## config.mk

```make
export PLATFORM = sky130hd
export DESIGN_NAME = bsg_segmented_fill_buffer
export DESIGN_NICKNAME = d
export VERILOG_FILES = /design/src/rtl/bsg_segmented_fill_pkg.sv /design/src/rtl/bsg_segmented_fill_seg.sv /design/src/rtl/bsg_segmented_fill_buffer.sv
export SDC_FILE = /design/constraint.sdc
export NUM_CORES = 1
export LEC_CHECK = 0
export BUFFER_PORTS_ARGS = -buffer_cell sky130_fd_sc_hd__buf_2
export CORE_AREA = 2 2 309 311
export DETAILED_ROUTE_END_ITERATION = 8
export DIE_AREA = 0 0 311 313
export SYNTH_ARGS = -nofsm -noshare
export SYNTH_HDL_FRONTEND = slang
export SYNTH_SLANG_ARGS = --single-unit
export TNS_END_PERCENT = 1
```

## constraint.sdc

```tcl
create_clock -name clk_i -period 7.3 [get_ports clk_i]
set_clock_uncertainty 0.05 [all_clocks]
set_input_delay 1.46 -clock clk_i [delete_from_list [all_inputs] [get_ports clk_i]]
set_output_delay 1.46 -clock clk_i [all_outputs]
set_load 0.02 [all_outputs]
```

## src/rtl/bsg_segmented_fill_pkg.sv

```systemverilog
// Shared types and constants for the segmented fill buffer and its segment slices.
// Latency: n/a (package only).
// Backpressure: n/a (package only).
package bsg_segmented_fill_pkg;

    // Default line geometry: five 128-bit segments feeding the 2:1 line mux.
    localparam int default_segments_lp      = 5;
    localparam int default_segment_width_lp = 128;

    // Two-state fill FSM: accumulate segments, then hold the line for the consumer.
    typedef enum logic [0:0] {
        e_fill = 1'b0,
        e_done = 1'b1
    } state_e;

    // Total line width in bits for a given segment count and segment width.
    function automatic int line_width(input int segments, input int width);
        return segments * width;
    endfunction

endpackage

```

## src/rtl/bsg_segmented_fill_seg.sv

```systemverilog
// One line segment: payload register plus its written-mask bit.
// Latency: data and mask update on the clock edge of the write; outputs are registered.
// Backpressure: none; the parent only raises we_i when the handshake completes.
module bsg_segmented_fill_seg
    import bsg_segmented_fill_pkg::*;
#(
    parameter int width_p = default_segment_width_lp
) (
    input  logic               clk_i,
    input  logic               reset_i,
    input  logic               we_i,
    input  logic               clear_i,
    input  logic [width_p-1:0] data_i,
    output logic [width_p-1:0] data_o,
    output logic               mask_o
);

    logic [width_p-1:0] data_r;
    logic               mask_r;

    // Payload is never reset or cleared; the mask bit alone says whether it is current.
    always_ff @(posedge clk_i) begin
        if (we_i) begin
            data_r <= data_i;
        end
    end

    // Mask bit: set on any write (rewrites leave it set), cleared on reset or line hand-off.
    always_ff @(posedge clk_i) begin
        if (reset_i || clear_i) begin
            mask_r <= 1'b0;
        end else if (we_i) begin
            mask_r <= 1'b1;
        end
    end

    assign data_o = data_r;
    assign mask_o = mask_r;

endmodule

```

## src/rtl/bsg_segmented_fill_buffer.sv

```systemverilog
// Accumulates indexed 128-bit segments into a 5-segment line plus written mask (optional BSG_SEGMENTED_FILL_ZERO_EN zeroes unwritten segments on data_o).
// Latency: v_o rises the cycle after the write (or flush) that completes the line; data_o/sel_o are registered.
// Backpressure: seg_ready_o is low while a finished line waits for yumi_i, and during reset; one bubble cycle between lines.
module bsg_segmented_fill_buffer
    import bsg_segmented_fill_pkg::*;
#(
    parameter  int segments_p      = default_segments_lp,
    parameter  int segment_width_p = default_segment_width_lp,
    localparam int idx_width_lp    = $clog2(segments_p),
    localparam int line_width_lp   = line_width(segments_p, segment_width_p)
) (
    input  logic                       clk_i,
    input  logic                       reset_i,
    input  logic                       seg_v_i,
    output logic                       seg_ready_o,
    input  logic [idx_width_lp-1:0]    seg_idx_i,
    input  logic [segment_width_p-1:0] seg_data_i,
    input  logic                       flush_i,
    output logic                       v_o,
    input  logic                       yumi_i,
    output logic [line_width_lp-1:0]   data_o,
    output logic [segments_p-1:0]      sel_o
);

    localparam logic [0:0] state_fill_lp = e_fill;
    localparam logic [0:0] state_done_lp = e_done;

    logic [0:0]            state_r;
    logic [0:0]            state_n;
    logic                  clear_line;
    logic                  write_fire;
    logic [segments_p-1:0] write_onehot;
    logic [segments_p-1:0] mask_r;
    logic [segments_p-1:0] mask_n;
    logic                  mask_full_n;
    logic                  mask_any_n;
    logic [line_width_lp-1:0] storage;

    // Ready only while filling and never in a reset cycle.
    assign seg_ready_o = (state_r == state_fill_lp) && !reset_i;
    assign v_o         = (state_r == state_done_lp);
    assign write_fire  = seg_v_i && seg_ready_o;

    // Decode the target index; an out-of-range index matches no slot, so the write vanishes
    // while the handshake still completes.
    always_comb begin
        write_onehot = '0;
        for (int k = 0; k < segments_p; k++) begin
            if (write_fire && (seg_idx_i == idx_width_lp'(k))) begin
                write_onehot[k] = 1'b1;
            end
        end
    end

    // Mask as it will be after this cycle's write, so a write and a flush in the same
    // cycle see the write applied first.
    assign mask_n      = mask_r | write_onehot;
    assign mask_full_n = &mask_n;
    assign mask_any_n  = |mask_n;

    // Next-state: finish the line when full or flushed non-empty; release on yumi.
    always_comb begin
        state_n    = state_r;
        clear_line = 1'b0;
        case (state_r)
            state_fill_lp: begin
                if (mask_full_n || (flush_i && mask_any_n)) begin
                    state_n = state_done_lp;
                end
            end
            state_done_lp: begin
                if (yumi_i) begin
                    state_n    = state_fill_lp;
                    clear_line = 1'b1;
                end
            end
            default: begin
                state_n = state_fill_lp;
            end
        endcase
    end

    // State register; reset abandons any partial or finished line.
    always_ff @(posedge clk_i) begin
        if (reset_i) begin
            state_r <= state_fill_lp;
        end else begin
            state_r <= state_n;
        end
    end

    for (genvar k = 0; k < segments_p; k++) begin : g_seg
        logic [segment_width_p-1:0] seg_data;

        bsg_segmented_fill_seg #(
            .width_p (segment_width_p)
        ) u_seg (
            .clk_i   (clk_i),
            .reset_i (reset_i),
            .we_i    (write_onehot[k]),
            .clear_i (clear_line),
            .data_i  (seg_data_i),
            .data_o  (seg_data),
            .mask_o  (mask_r[k])
        );

        assign storage[k*segment_width_p +: segment_width_p] = seg_data;

`ifdef BSG_SEGMENTED_FILL_ZERO_EN
        // Unwritten segments present as zero so the line never carries stale payload.
        assign data_o[k*segment_width_p +: segment_width_p] =
            mask_r[k] ? seg_data : '0;
`else
        // Raw storage; unwritten segments show whatever they last held.
        assign data_o[k*segment_width_p +: segment_width_p] = seg_data;
`endif
    end

    assign sel_o = mask_r;

    // The consumer may only take a line that is being offered.
    a_yumi_only_when_valid: assert property (
        @(posedge clk_i) disable iff (reset_i) yumi_i |-> v_o
    );

    // While a line is offered its contents and mask must not move until it is taken.
    a_hold_until_yumi: assert property (
        @(posedge clk_i) disable iff (reset_i)
        (v_o && !yumi_i) |=> (v_o && $stable(sel_o) && $stable(storage))
    );

    // A finished line always has at least one written segment.
    a_done_nonempty: assert property (
        @(posedge clk_i) disable iff (reset_i) v_o |-> (|sel_o)
    );

endmodule

```

==> results.yml <==
synthesis:
  synth-async-reset-ratio: 0
  synth-compound-area-share: 0.003643
  synth_fp_nets: 816
  synth_cell_types: 21
  synth_top_area_frac: 0.9816
  synth_fa_ha_area_frac: 0
  synth_largest_area_cell: "edfxtp_1"
  yosys.area_share.simple: 0.006518
  synth_top_family_by_area: "simple AND/OR/NAND/NOR gates"
  synth_cells: 680
  synth_seq_area_share: 0.9877
  ys_ff_latch: 646
  syn_area_um2: 19580
  synth_edf_count: 640
  synth.yosys.warnings: 0
  syn_area_per_cell_um2: 28.79
  synth_xor_area_frac: 0
  ys_top_cells_by_area: "edfxtp_1 (98%), dfxtp_1 (0.61%), buf_4 (0.19%)"
  synthFlopType: "edfxtp_1"
  synth_mux_area_frac: 0
global_routing:
  grt_remaining_overflow: 0
  grt.total_usage: 0.09963
  grt_pass1_vias: 10690
  antenna_found_initial: 4
  grt_pass1_wl_mm: 72.04
  grt_max_degree: 129
floorplanning:
  rows: 113
  coreArea_um2: 94160
  die_x_um: 311
  initial_core_util: 0.2079
  boundaryPins: 783
  fp.dieArea_um2: 97340
  die_y_um: 313
clocking:
  clk_pin_slew_ns: 0.06
  cts_hold_buf: 0
  clockBufferDepth: 3
  h-tree-depth: 3
  cts_tree: "built"
  insertion_delay_ns: 0.60
  cts-root-buf: "clkbuf_16"
  cts.sinks: 646
  cts_buffers: 67
  post-cts-setup-buffers: 0
  ctsResizeCount: 0
detailed_routing:
  wl_per_cell_um: 18.05
  viasPerCell: 3.636
  route.detailed.drc: 0
  vias: 10370
  routed_wirelength_mm: 51.45
  dr.first_iter.drc_count: 753
  dr.pass1.iters: 5
  ant_nets: 0
power_and_ir_drop:
  clock_power_share: 0.428
  p_sw_frac: 0.2051
  internal-power_w: 0.006044
  p_leak_nw: 10.09
  p_comb_frac: 0.028
  power.density_nw_per_um2: 278.8
  seqPwrFrac: 0.544
  ir_worst_vdd_uv: 180.0
  p_sw_w: 0.001559
  total_power_w: 0.007603
setup_path:
  crit_chain: "buf_2 -> nor4b_2 -> and3_4 -> buf_4"
  cp-start-kind: "primary input"
  worst_setup_path_end_kind: "flop"
  cp_slowest_stage_delay_ns: 0.72
  cp_max_fo: 55
  crit_type: "primary input to flop"
  critPathSlowestCell: "buf_4"
  path_buf_inv: 2
  cp.arrival_ns: 3.63
  required_ns: 7.48
  crit_family: "simple AND/OR/NAND/NOR gates"
timing:
  setup_viol: 0
  fmax_mhz: 289.7
  fin_ws_ns: 3.848
  hold_violations: 0
  finalMaxSlewViolations: 0
  setup_tns_ns: 0
  worst_pin_slew_ns: 0.9662
  rsz0062_at_grt: "no"
  slew_headroom: 0.3559
  period_share: 0.4728
  period_minus_slack_ns: 3.452
hold_path:
  hold_path.class: "flop to flop"
placement:
  place_hpwl_mm: 35.42
  post-place-ws_ns: 3.173
  placed_cell_area_um2: 25170
  port_buffers: 782
  globalplace.congestion: 0.8476
final_layout:
  fin_area_um2: 27270
  syn_to_final_growth_pct: 39.27
  antenna_cells: 0
  nets: 1674
  layout-drive-gt1-share: 0.5656
job:
  maxCapViolCount: 0
status:
  outcome: "finished clean"
-- path summary, 6_finish.rpt --
check,depth (start not counted),startpoint,slack [ns],end
worst max-delay path,4,seg_idx_i[2],3.85,g_seg[1].u_seg.data_o[7]$_DFFE_PP_
worst min-delay path,2,g_seg[2].u_seg.mask_o$_SDFFE_PP0P_,0.49,g_seg[2].u_seg.mask_o$_SDFFE_PP0P_
worst max register to register,3,v_o$_SDFF_PP0_,4.43,g_seg[1].u_seg.data_o[7]$_DFFE_PP_
worst min register to register,2,g_seg[2].u_seg.mask_o$_SDFFE_PP0P_,0.49,g_seg[2].u_seg.mask_o$_SDFFE_PP0P_
-- logic make-up after synthesis --
logic type / Yosys count
buffers and inverters: 6
AND/OR/NAND/NOR: 18
flip-flops: 646
AO/OA/AOI/OAI: 10
-- area by class of cell --
cell class,count,area [um2]
clock buffer,81,1739
multi-input combinational,28,220.2
fill,9338,66900
clock inverter,36,354.1
sequential,646,19340
timing repair buffer,794,4029
inverter,1,3.754
tap,1265,1583
-- metal layers --
metal,wire [um],share of wire,track usage
met5,54,0.0010,0
met1,18170,0.35,0.1017
met2,26910,0.52,0.1783
met3,4808,0.093,0.04334
met4,1505,0.029,0.04018
-- cells in the mapped netlist, types with 2 or more instances --
library cell,instances
dfxtp_1,6
nor2_1,7
a31o_1,2
buf_4,5
edfxtp_1,640
and3_1,3
a21oi_1,2
a31oi_1,2
-- cell usage in the layout (no fill, tap or decap), types with 2 or more instances in the layout --
| master | n |
|---|---|
| dfxtp_1 | 6 |
| clkbuf_1 | 13 |
| buf_12 | 2 |
| a31o_1 | 2 |
| a31oi_1 | 2 |
| inv_16 | 3 |
| inv_6 | 3 |
| and3_4 | 3 |
| buf_4 | 10 |
| nor2_1 | 7 |
| clkinv_2 | 10 |
| clkinvlp_4 | 2 |
| bufinv_16 | 4 |
| clkinv_1 | 11 |
| nor3_4 | 2 |
| clkinv_8 | 2 |
| a21oi_1 | 2 |
| clkbuf_16 | 67 |
| buf_2 | 782 |
| edfxtp_1 | 640 |
-- worst min-delay path, cell delays in order (launching register included) --
cell     delay, ns
dfxtp_1       0.34
nor2_1        0.11
nor2_1        0.04
-- power groups by stage --
stage	combinational, W	sequential [W]	clock, W
3_3_place_gp	0.000208	0.00421	0
6_report	0.000212	0.00414	0.00325
2_1_floorplan	0.0000242	0.00427	0
5_1_grt	0.000226	0.00414	0.00350
4_1_cts	0.000215	0.00414	0.00336
3_5_place_dp	0.000215	0.00421	0
-- registers in the layout, summed over array words and instances, names as in the netlist --
| name | flops |
|---|---|
| v_o | 1 |
| g_seg.u_seg.mask_o | 5 |
| g_seg.u_seg.data_o | 640 |
-- per-stage QoR --
| stage | util | hold WS (ns) | instances |
|---|---|---|---|
| floorplan | - | 0.4141 | 680 |
| global placement | 0.2673 | 0.4543 | 2734 |
| detailed placement | 0.2673 | 0.4687 | 2734 |
| CTS | 0.2896 | 0.4800 | 2851 |
| global route | 0.2896 | 0.5014 | 2851 |
| finish | 0.2896 | 0.4878 | 2851 |
Note: power is estimated with default switching activity, not from simulation.
